## src/rtl/mem_ctrl_pkg.sv

```systemverilog
// Shared types and constants for the physical memory controller.
// State encodings, register-bus constants and UART physical addresses.
package mem_ctrl_pkg;

    localparam int          RegBus      = 32;
    localparam logic [31:0] ZeroWord    = 32'h0000_0000;
    localparam logic        RstEnable   = 1'b1;
    localparam logic        WriteEnable = 1'b1;

    localparam logic [31:0] UART_DATA_PADDR = 32'h1FD0_03F8;
    localparam logic [31:0] UART_STAT_PADDR = 32'h1FD0_03FC;

    typedef enum logic [2:0] {
        MEMCTL_IDLE     = 3'd0,
        MEMCTL_SRAM     = 3'd1,
        MEMCTL_FLASH_LO = 3'd2,
        MEMCTL_FLASH_HI = 3'd3,
        MEMCTL_ROM      = 3'd4,
        MEMCTL_UART     = 3'd5,
        MEMCTL_DONE     = 3'd6
    } memctl_state_t;

    function automatic logic [RegBus-1:0] uart_status(
        input logic rx_ready,
        input logic tx_busy
    );
        return {30'b0, rx_ready, ~tx_busy};
    endfunction

endpackage

```

## src/rtl/mem_wait_cnt.sv

```systemverilog
// Loadable 4-bit down-counter with zero flag; holds at zero (no wrap).
// Shared by every wait state of the memory controller.
module mem_wait_cnt (
    input  logic       clk,
    input  logic       rst,
    input  logic       load,
    input  logic [3:0] load_val,
    output logic       zero
);

    logic [3:0] cnt;

    always_ff @(posedge clk) begin
        if (rst) begin
            cnt <= 4'd0;
        end else if (load) begin
            cnt <= load_val;
        end else if (cnt != 4'd0) begin
            cnt <= cnt - 4'd1;
        end
    end

    assign zero = (cnt == 4'd0);

endmodule

```

## src/rtl/mem_ctrl.sv

```systemverilog
// Multi-cycle physical memory controller: SRAM, flash, boot ROM, UART.
// Flash path built only when MEM_CTRL_FLASH_EN is defined.
module mem_ctrl
    import mem_ctrl_pkg::*;
#(
    parameter int SRAM_WAIT  = 1,
    parameter int FLASH_WAIT = 4
) (
    input  logic        clk,
    input  logic        rst,
    input  logic        req_i,
    input  logic        we_i,
    input  logic [3:0]  sel_i,
    input  logic [31:0] addr_i,
    input  logic [31:0] data_i,
    input  logic        tlb_hit_i,
    input  logic        sram_ce_i,
    input  logic        flash_ce_i,
    input  logic        rom_ce_i,
    input  logic        serial_ce_i,
    output logic [31:0] data_o,
    output logic        ready_o,
    output logic        stall_req_o,
    output logic        tlb_miss_o,
    output logic [19:0] sram_addr_o,
    output logic [31:0] sram_wdata_o,
    input  logic [31:0] sram_rdata_i,
    output logic        sram_ce_n,
    output logic        sram_oe_n,
    output logic        sram_we_n,
    output logic [3:0]  sram_be_n,
    output logic [22:0] flash_addr_o,
    input  logic [15:0] flash_rdata_i,
    output logic        flash_ce_n,
    output logic        flash_oe_n,
    output logic [9:0]  rom_addr_o,
    input  logic [31:0] rom_data_i,
    output logic [7:0]  uart_wdata_o,
    input  logic [7:0]  uart_rdata_i,
    output logic        uart_rd_o,
    output logic        uart_wr_o,
    input  logic        uart_rx_ready_i,
    input  logic        uart_tx_busy_i
);

    // The 4-bit counter cannot represent longer waits.
    generate
        if (SRAM_WAIT < 0 || SRAM_WAIT > 7 ||
            FLASH_WAIT < 1 || FLASH_WAIT > 15) begin : g_bad_wait
            $error("mem_ctrl: wait-state parameter out of range");
        end
    endgenerate

    memctl_state_t state;
    memctl_state_t state_nxt;

    logic [31:0] addr_q;
    logic [31:0] data_q;
    logic [3:0]  sel_q;
    logic        we_q;

    logic        accept;
    logic        cnt_load;
    logic [3:0]  cnt_val;
    logic        cnt_zero;
    logic        uart_data;
    logic        uart_stat;
    logic        flash_hi;

    assign accept    = (state == MEMCTL_IDLE) & req_i & tlb_hit_i;
    assign uart_data = (addr_q == UART_DATA_PADDR);
    assign uart_stat = (addr_q == UART_STAT_PADDR);

    mem_wait_cnt u_wait_cnt (
        .clk      (clk),
        .rst      (rst),
        .load     (cnt_load),
        .load_val (cnt_val),
        .zero     (cnt_zero)
    );

    always_ff @(posedge clk) begin
        if (rst == RstEnable) begin
            state <= MEMCTL_IDLE;
        end else begin
            state <= state_nxt;
        end
    end

    always_comb begin
        state_nxt = state;
        unique case (state)
            MEMCTL_IDLE: begin
                if (req_i && tlb_hit_i) begin
                    if (sram_ce_i) begin
                        state_nxt = MEMCTL_SRAM;
                    end else if (flash_ce_i) begin
`ifdef MEM_CTRL_FLASH_EN
                        state_nxt = we_i ? MEMCTL_DONE : MEMCTL_FLASH_LO;
`else
                        state_nxt = MEMCTL_DONE;
`endif
                    end else if (rom_ce_i) begin
                        state_nxt = MEMCTL_ROM;
                    end else if (serial_ce_i) begin
                        state_nxt = MEMCTL_UART;
                    end else begin
                        state_nxt = MEMCTL_DONE;
                    end
                end
            end
            MEMCTL_SRAM: begin
                if (cnt_zero) state_nxt = MEMCTL_DONE;
            end
`ifdef MEM_CTRL_FLASH_EN
            MEMCTL_FLASH_LO: begin
                if (cnt_zero) state_nxt = MEMCTL_FLASH_HI;
            end
            MEMCTL_FLASH_HI: begin
                if (cnt_zero) state_nxt = MEMCTL_DONE;
            end
`endif
            MEMCTL_ROM:  state_nxt = MEMCTL_DONE;
            MEMCTL_UART: state_nxt = MEMCTL_DONE;
            MEMCTL_DONE: state_nxt = MEMCTL_IDLE;
            default:     state_nxt = MEMCTL_IDLE;
        endcase
    end

    // Counter reloads on every state change with the new state's wait.
    always_comb begin
        cnt_load = (state_nxt != state);
        cnt_val  = 4'd0;
        unique case (state_nxt)
            MEMCTL_SRAM:     cnt_val = 4'(SRAM_WAIT);
            MEMCTL_FLASH_LO: cnt_val = 4'(FLASH_WAIT - 1);
            MEMCTL_FLASH_HI: cnt_val = 4'(FLASH_WAIT - 1);
            default:         cnt_val = 4'd0;
        endcase
    end

    always_comb begin
        sram_ce_n  = 1'b1;
        sram_oe_n  = 1'b1;
        sram_we_n  = 1'b1;
        sram_be_n  = 4'hF;
        flash_ce_n = 1'b1;
        flash_oe_n = 1'b1;
        uart_rd_o  = 1'b0;
        uart_wr_o  = 1'b0;
        flash_hi   = 1'b0;
        unique case (state)
            MEMCTL_SRAM: begin
                sram_ce_n = 1'b0;
                sram_be_n = ~sel_q;
                if (we_q == WriteEnable) begin
                    sram_we_n = cnt_zero;
                end else begin
                    sram_oe_n = 1'b0;
                end
            end
`ifdef MEM_CTRL_FLASH_EN
            MEMCTL_FLASH_LO: begin
                flash_ce_n = 1'b0;
                flash_oe_n = 1'b0;
            end
            MEMCTL_FLASH_HI: begin
                flash_ce_n = 1'b0;
                flash_oe_n = 1'b0;
                flash_hi   = 1'b1;
            end
`endif
            MEMCTL_UART: begin
                uart_rd_o = uart_data & ~we_q;
                uart_wr_o = uart_data & we_q;
            end
            default: ;
        endcase
    end

    assign ready_o      = (state == MEMCTL_DONE);
    assign tlb_miss_o   = (state == MEMCTL_IDLE) & req_i & ~tlb_hit_i;
    assign stall_req_o  = accept |
                          ((state != MEMCTL_IDLE) && (state != MEMCTL_DONE));
    assign sram_addr_o  = addr_q[21:2];
    assign sram_wdata_o = data_q;
    assign flash_addr_o = {addr_q[22:2], flash_hi, 1'b0};
    assign uart_wdata_o = data_q[7:0];
    // ROM is synchronous: present the live address in the accept cycle.
    assign rom_addr_o   = ((state == MEMCTL_IDLE) && req_i) ?
                          addr_i[11:2] : addr_q[11:2];

`ifndef MEM_CTRL_FLASH_EN
    logic unused_flash;
    assign unused_flash = ^flash_rdata_i;
`endif

    always_ff @(posedge clk) begin
        if (rst == RstEnable) begin
            addr_q <= ZeroWord;
            data_q <= ZeroWord;
            sel_q  <= 4'h0;
            we_q   <= 1'b0;
            data_o <= ZeroWord;
        end else begin
            if (accept) begin
                addr_q <= addr_i;
                data_q <= data_i;
                sel_q  <= sel_i;
                we_q   <= we_i;
                data_o <= ZeroWord;
            end
            unique case (state)
                MEMCTL_SRAM: begin
                    if (cnt_zero && we_q != WriteEnable) begin
                        data_o <= sram_rdata_i;
                    end
                end
`ifdef MEM_CTRL_FLASH_EN
                MEMCTL_FLASH_LO: begin
                    if (cnt_zero) data_o[15:0] <= flash_rdata_i;
                end
                MEMCTL_FLASH_HI: begin
                    if (cnt_zero) data_o[31:16] <= flash_rdata_i;
                end
`endif
                MEMCTL_ROM: begin
                    if (we_q != WriteEnable) data_o <= rom_data_i;
                end
                MEMCTL_UART: begin
                    if (we_q != WriteEnable) begin
                        if (uart_data) begin
                            data_o <= {24'b0, uart_rdata_i};
                        end else if (uart_stat) begin
                            data_o <= uart_status(uart_rx_ready_i,
                                                  uart_tx_busy_i);
                        end
                    end
                end
                default: ;
            endcase
        end
    end

endmodule

```

## config.mk

```make
export PLATFORM = sky130hd
export DESIGN_NAME = mem_ctrl
export DESIGN_NICKNAME = d
export VERILOG_FILES = /design/src/rtl/mem_ctrl_pkg.sv /design/src/rtl/mem_wait_cnt.sv /design/src/rtl/mem_ctrl.sv
export SDC_FILE = /design/constraint.sdc
export NUM_CORES = 1
export LEC_CHECK = 0
export CAP_MARGIN = 40
export CORE_ASPECT_RATIO = 0.7
export CORE_MARGIN = 3
export CORE_UTILIZATION = 37
export DETAILED_ROUTE_END_ITERATION = 12
export GPL_ROUTABILITY_DRIVEN = 0
export GPL_TIMING_DRIVEN = 0
export PLACE_DENSITY_LB_ADDON = 0.12
export SYNTH_ARGS = -nofsm -noshare
export SYNTH_HDL_FRONTEND = slang
export SYNTH_SLANG_ARGS = --single-unit
```

## constraint.sdc

```tcl
create_clock -name clk -period 2.94 [get_ports clk]
set_input_delay 0.441 -clock clk [delete_from_list [all_inputs] [get_ports clk]]
set_output_delay 0.441 -clock clk [all_outputs]
set_load 0.005 [all_outputs]
```

### Word-level counts from Yosys, hierarchy flattened

Index checks and enable logic that the tools add are counted.

* register bits: 108
* input port bits: 167
* output and inout port bits: 139
* logic and storage cells: 66

* $add $sub $neg: 1
* equality and inequality tests: 11
* multiplexer cells: 26
* bitwise operators: 10
* reduce and logical (&&, ||, !) cells: 11

Operator list (count)
* two-way mux 32 bit: 6
* one-hot mux 32 bit (3 select lines): 1
* equality test 32 x 29 -> 1 bit (second input constant): 2
* two-way mux 4 bit: 3
* two-way mux 10 bit: 1
* equality test 3 bit (second input constant): 3
* two-way mux 3 bit: 3
* one-hot mux 3 bit (3 select lines): 1
* two-way mux 1 bit: 7
* equality test 3 x 1 -> 1 bit (second input constant): 2
* equality test 3 x 2 -> 1 bit (second input constant): 2
* two-way mux 2 bit: 3
* AND 1 bit: 5
* logical AND 1 bit: 4
* logical NOT 4 bit: 1
* inverter 4 bit: 1
* one-hot mux 2 bit (2 select lines): 1
* nonzero test 4 bit: 1
* OR reduction 2 bit: 2
* subtractor 4 x 1 -> 4 bit (second input constant): 1
* logical NOT 3 bit: 1
* != test 3 bit: 1
* != test 3 bit (second input constant): 1
* inverter 1 bit: 3
* other kinds (3): 3

### Logic depth before layout (Yosys ltp)

* word-level depth: 10
* depth in mapped cells: 10
* gate-level depth less buffers: 7

### Cells and area by module

From an unflattened synthesis, not the netlist that was laid out.

* cells, all modules: 629
* area total of the unflattened synthesis: 5093.6 µm²

By module, submodules not included
* mem_ctrl: times used 1, cells each 605, area an instance 4864.7 µm², seq. area each 2082.0 µm²
* mem_wait_cnt: times used 1, cells each 24, area an instance 229.0 µm², seq. area each 80.1 µm²

### Worst setup path before layout

No wires, ideal clock.

* kind: input -> output
* from: input port req_i
* to: output port stall_req_o
* arrival: 1.759 ns
* data required time: 2.499 ns
* slack: 0.740 ns
* cell stages on the path: 5
* buffers on the path: 2
* cells stage by stage: nor4b_1 -> and2_1 -> clkbuf_1 -> clkbuf_1 -> or3_1

* word-level cells in the longest chain between the ends: 3

Ends and longest elaborated chain
* from (decl): line mem_ctrl.sv:11 `input logic req_i,`
* AND 1 bit (2 in a row): line mem_ctrl.sv:70 `assign accept = (state == MEMCTL_IDLE) & req_i & tlb_hit_i;`
* bitwise OR 1 bit: line mem_ctrl.sv:183 `assign stall_req_o = accept |`
* to (decl): line mem_ctrl.sv:23 `output logic stall_req_o,`

No other way between the ends.

### Final worst setup path

* from: input port req_i
* to: output port rom_addr_o[4]

* word-level cells in the longest chain between the ends: 2

Ends and longest elaborated chain
* logical AND 1 bit: line mem_ctrl.sv:190 `assign rom_addr_o = ((state == MEMCTL_IDLE) && req_i) ?`
* two-way mux 10 bit: line mem_ctrl.sv:190
* to (decl): line mem_ctrl.sv:36 `output logic [9:0] rom_addr_o,`

No other way between the ends.

==> impl_summary.md <==
Clock tree
The clock passes through at most 2 buffers. In this run, post-CTS hold repair placed 0 buffers. The clock tree root driver cell is sky130_fd_sc_hd__clkbuf_16.

For this design, the sink count on the clock tree is 108. Clock-pin slew was measured on the worst setup and hold paths at 0.08 ns. TritonCTS built the clock tree. The count of H-tree levels built during CTS is 3.

The CTS buffer count is 9. The clock reaches the later pin of the worst-skew pair after 0.35 ns.

Timing
The setup TNS is 0 ns. The count of final max-slew check failures was 0. The worst hold slack is 0.457 ns.

The transition time of the tightest slew-check pin is 0.877 ns. The maximum achievable frequency is 351 MHz. Setup violations remaining at the end of the flow were counted as 0. The worst setup skew after layout is 0.00812 ns.

The number of hold violations in the final report was 0. Setup repair after global routing left no endpoint under its margin. Dividing the final minimum period by the clock period gives 0.969.

The worst path in the final design needs a cycle of 2.85 ns, including I/O delays and setup. The relative max-transition margin is 0.411.

Final layout
The post-synthesis to final-layout area growth is 68.0%. The most common library cell in the layout ignoring fill and taps is sky130_fd_sc_hd__clkdlybuf4s50_1. The layout net count is 1,064. The antenna diode count is 0. In the layout the commonest cells are sky130_fd_sc_hd__clkdlybuf4s50_1 (283), sky130_fd_sc_hd__nand2_1 (151), sky130_fd_sc_hd__dfxtp_1 (108). The layout filler cell count is 1,058. The final instance count without filler cells is 1,063.

In the final layout, the share of cells above drive strength 1 is 0.111.

Placed design
The total instance count after detailed placement is 1,047. The number of port buffers is 285. The HPWL after detailed placement is 14,100 µm.

Worst setup path
In this run the critical register-to-register path is launched from u_wait_cnt.cnt[0]. Traced cell by cell, the critical path runs through clkdlybuf4s50_1, nor4b_4, buf_2, mux2_2, clkdlybuf4s50_1. The most critical setup path has its startpoint at req_i. For the worst setup path, the data required time is 2.50 ns. Broken down by cell family, the worst path's largest delay share belongs to buffers and inverters. On the critical path, the stage with the largest delay is an instance of sky130_fd_sc_hd__clkdlybuf4s50_1. The depth of the most critical reg-to-reg path is 9. The largest incremental delay on the critical path is 0.51 ns.

The worst setup path is captured at a primary output. Of all nets on the critical path, the largest fanout is 10. The worst setup path is of the input pin to primary output kind.

By instance count, the cell type seen most on the critical path is sky130_fd_sc_hd__clkdlybuf4s50_1. The setup check on the worst reg-to-reg path leaves a slack of 0.30 ns. The reg-to-reg endpoint is data_o[18]. The buffer and inverter count on the worst path is 3. The kind of start point of the critical path is an input pin. The critical path data arrival time is 2.41 ns.

Global route
Entering global routing, the biggest net connects 20 pins. Across every metal layer, demand over resource in global routing totals 0.229. The number of global-route vias before repair is 5,278. The first-pass GRT wire length is 26,900 µm. Summed over all layers, the global routing overflow is 0. The number of antenna violations at the first check in global routing was 0.

Die
The number of rows in the core area is 34. The top-level port count is 306. The vertical die dimension is 103 µm. The initial core utilization is 0.390. The overall die area is 0.0149 mm². The die span in x is 145 µm.

The core area is 0.0128 mm².

Route
The highest metal layer carrying signal wires in the routed design is met4. The ratio of routed vias to standard cells is 5.00. The total number of vias is 5,310. The aggregate routed wire length is 17,500 µm. The detailed router finished its first iteration with 229 violations. The routed design uses 1310 µm of met3 wire. After detailed routing, the wire length on met1 is 7310 µm. The routed design uses 8600 µm of met2 wire. The remaining antenna violation count is 0. The post-detailed-route wirelength per cell is 16.5 µm.

After detailed routing, the number of remaining DRC violations is 0. The number of iterations in the first detailed-routing pass is 6.

Power
The worst-case IR drop observed on VDD is 0.304 mV. The fraction of power spent switching nets is 0.315. The switching power total is 0.00145 W. Of the total power, registers draw 0.388. In this run the static leakage power is 3.07 nW. The combinational power share is 0.357. The internal portion of total power is 0.00316 W. Of the total power, the clock network draws 0.255. The power density over the cells is 551 mW/mm².

Logic synthesis
The instance count of the mapped netlist is 598. The async set or reset register ratio after synthesis is 0. The number of enable-type register cells in the synthesized netlist is 0. The mapped cell area is 0.00498 mm². Each instance of the synthesized netlist takes up on average 8.33 µm².

Of the synthesized area, sequential elements account for 0.434. The synthesized design contains 108 register bits. The yosys synthesis warning count is 0. The most used flip-flop cell after synthesis is sky130_fd_sc_hd__dfxtp_1. The count of cell types in the netlist is 58.

Min path
Along the worst hold path, the cell count comes to 2. The startpoint of the lowest-slack hold path is sram_wdata_o[26]. The worst hold path terminates at sram_wdata_o[26]. The class of the tightest hold or removal check is flop to flop.

Status
The flow ran to the end, and the final reports show no timing, DRC or antenna violations.

Run
The number of max-cap violations is 0.
## stage by stage
stage / util / worst slack (ns) / area (µm²) / total power (W)
finish: 0.656 / 0.0908 / 8370 / 0.00461
global route: 0.656 / 0.00246 / 8370 / 0.00488
CTS: 0.654 / 0.0539 / 8350 / 0.00462
detailed placement: 0.630 / -1.03 / 8040 / 0.00344
global placement: 0.630 / -1.05 / 8040 / 0.00339
floorplan: - / 0.740 / 4990 / 0.00260
## layout make-up
class | count | area (µm²) | share of cell area
Buffer | 95 | 584 | 0.0698
Clock buffer | 10 | 229 | 0.0274
Clock inverter | 6 | 53.8 | 0.00643
Inverter | 4 | 15.0 | 0.00179
Multi-Input combinational cell | 392 | 2260 | 0.270
Sequential cell | 108 | 2160 | 0.258
Tap cell | 162 | 203 | 0.0242
Timing Repair Buffer | 286 | 2860 | 0.342
## worst max path at each step
stage	end	slack, ns	cells after the start
detailed placement	stall_req_o	-1.03	7
CTS	rom_addr_o[8]	0.05	5
global placement	stall_req_o	-1.05	7
floorplan	stall_req_o	0.74	5
finish	rom_addr_o[4]	0.09	5
global route	rom_addr_o[4]	0.002	5
## synthesized netlist by cell type, types with 2 or more instances
library cell,n,area share
sky130_fd_sc_hd__buf_6,2,0.0045
sky130_fd_sc_hd__mux2_2,10,0.023
sky130_fd_sc_hd__o2bb2ai_1,25,0.044
sky130_fd_sc_hd__buf_1,4,0.0030
sky130_fd_sc_hd__nor2b_1,2,0.0025
sky130_fd_sc_hd__a22oi_1,24,0.036
sky130_fd_sc_hd__nor3_1,3,0.0030
sky130_fd_sc_hd__a211oi_1,2,0.0030
sky130_fd_sc_hd__conb_1,2,0.0015
sky130_fd_sc_hd__dfxtp_1,108,0.43
sky130_fd_sc_hd__clkbuf_1,33,0.025
sky130_fd_sc_hd__xnor2_1,2,0.0035
sky130_fd_sc_hd__nor4b_1,2,0.0035
sky130_fd_sc_hd__and4_1,3,0.0053
sky130_fd_sc_hd__nor3b_1,6,0.0090
sky130_fd_sc_hd__and2_1,2,0.0025
sky130_fd_sc_hd__or4_4,2,0.0045
sky130_fd_sc_hd__a21oi_1,75,0.075
sky130_fd_sc_hd__buf_4,53,0.080
sky130_fd_sc_hd__nor4_1,2,0.0025
sky130_fd_sc_hd__o21ai_0,11,0.011
sky130_fd_sc_hd__a31oi_1,2,0.0025
sky130_fd_sc_hd__nand4_1,4,0.0050
sky130_fd_sc_hd__nand2_1,152,0.11
sky130_fd_sc_hd__or3_1,2,0.0025
sky130_fd_sc_hd__a21boi_1,2,0.0030
sky130_fd_sc_hd__nor2_1,14,0.011
sky130_fd_sc_hd__a221o_1,5,0.010
sky130_fd_sc_hd__inv_1,4,0.0030
sky130_fd_sc_hd__nor4bb_1,2,0.0040
sky130_fd_sc_hd__buf_2,4,0.0040
sky130_fd_sc_hd__a221oi_1,6,0.011
sky130_fd_sc_hd__nand3_1,3,0.0030
## timing repair
action | CTS | global route
endpoints found under the hold margin | 0 | 0
setup buffers | 0 | 1
gates resized for setup | 9 | 4
pin swaps | 0 | 0
setup endpoints to repair | 14 | 11
## per-layer routing
metal / track usage / up-vias
li1: - / 2625
met3: 0.0621 / 29
met1: 0.290 / 2457
met5: 0 / -
met2: 0.389 / 199
met4: 0.0624 / 0
## flip-flops by register name, summed over array words and instances, names as in the netlist
| name | flops |
|---|---|
| addr_q | 32 |
| data_o | 32 |
| sram_wdata_o | 32 |
| sel_q | 4 |
| u_wait_cnt.cnt | 4 |
| state | 3 |
| we_q | 1 |
## power by group through the flow
stage	Clock, W	Combinational, W	Sequential (W)
4_1_cts	0.00120	0.00164	0.00178
5_1_grt	0.00126	0.00181	0.00181
6_report	0.00117	0.00165	0.00179
3_5_place_dp	0	0.00163	0.00181
3_3_place_gp	0	0.00159	0.00180
2_1_floorplan	0	0.000809	0.00179
## tightest hold or removal path: cells and delay by family, from the launching register on
kind / cells / cell delay (ns)
flops: 1 / 0.31
simple gates: 1 / 0.05
compound gates: 1 / 0.05
## logic make-up after synthesis
logic type / after synthesis / share of synthesized area
simple gates: 212 / 0.201
other cells: 2 / 0.00151
fa+ha+maj: 1 / 0.00251
flops: 108 / 0.434
compound gates: 161 / 0.212
mux: 11 / 0.0246
buf+inv: 100 / 0.119
xor+xnor: 3 / 0.00528
No activity file was read; power rests on OpenSTA's default activity.
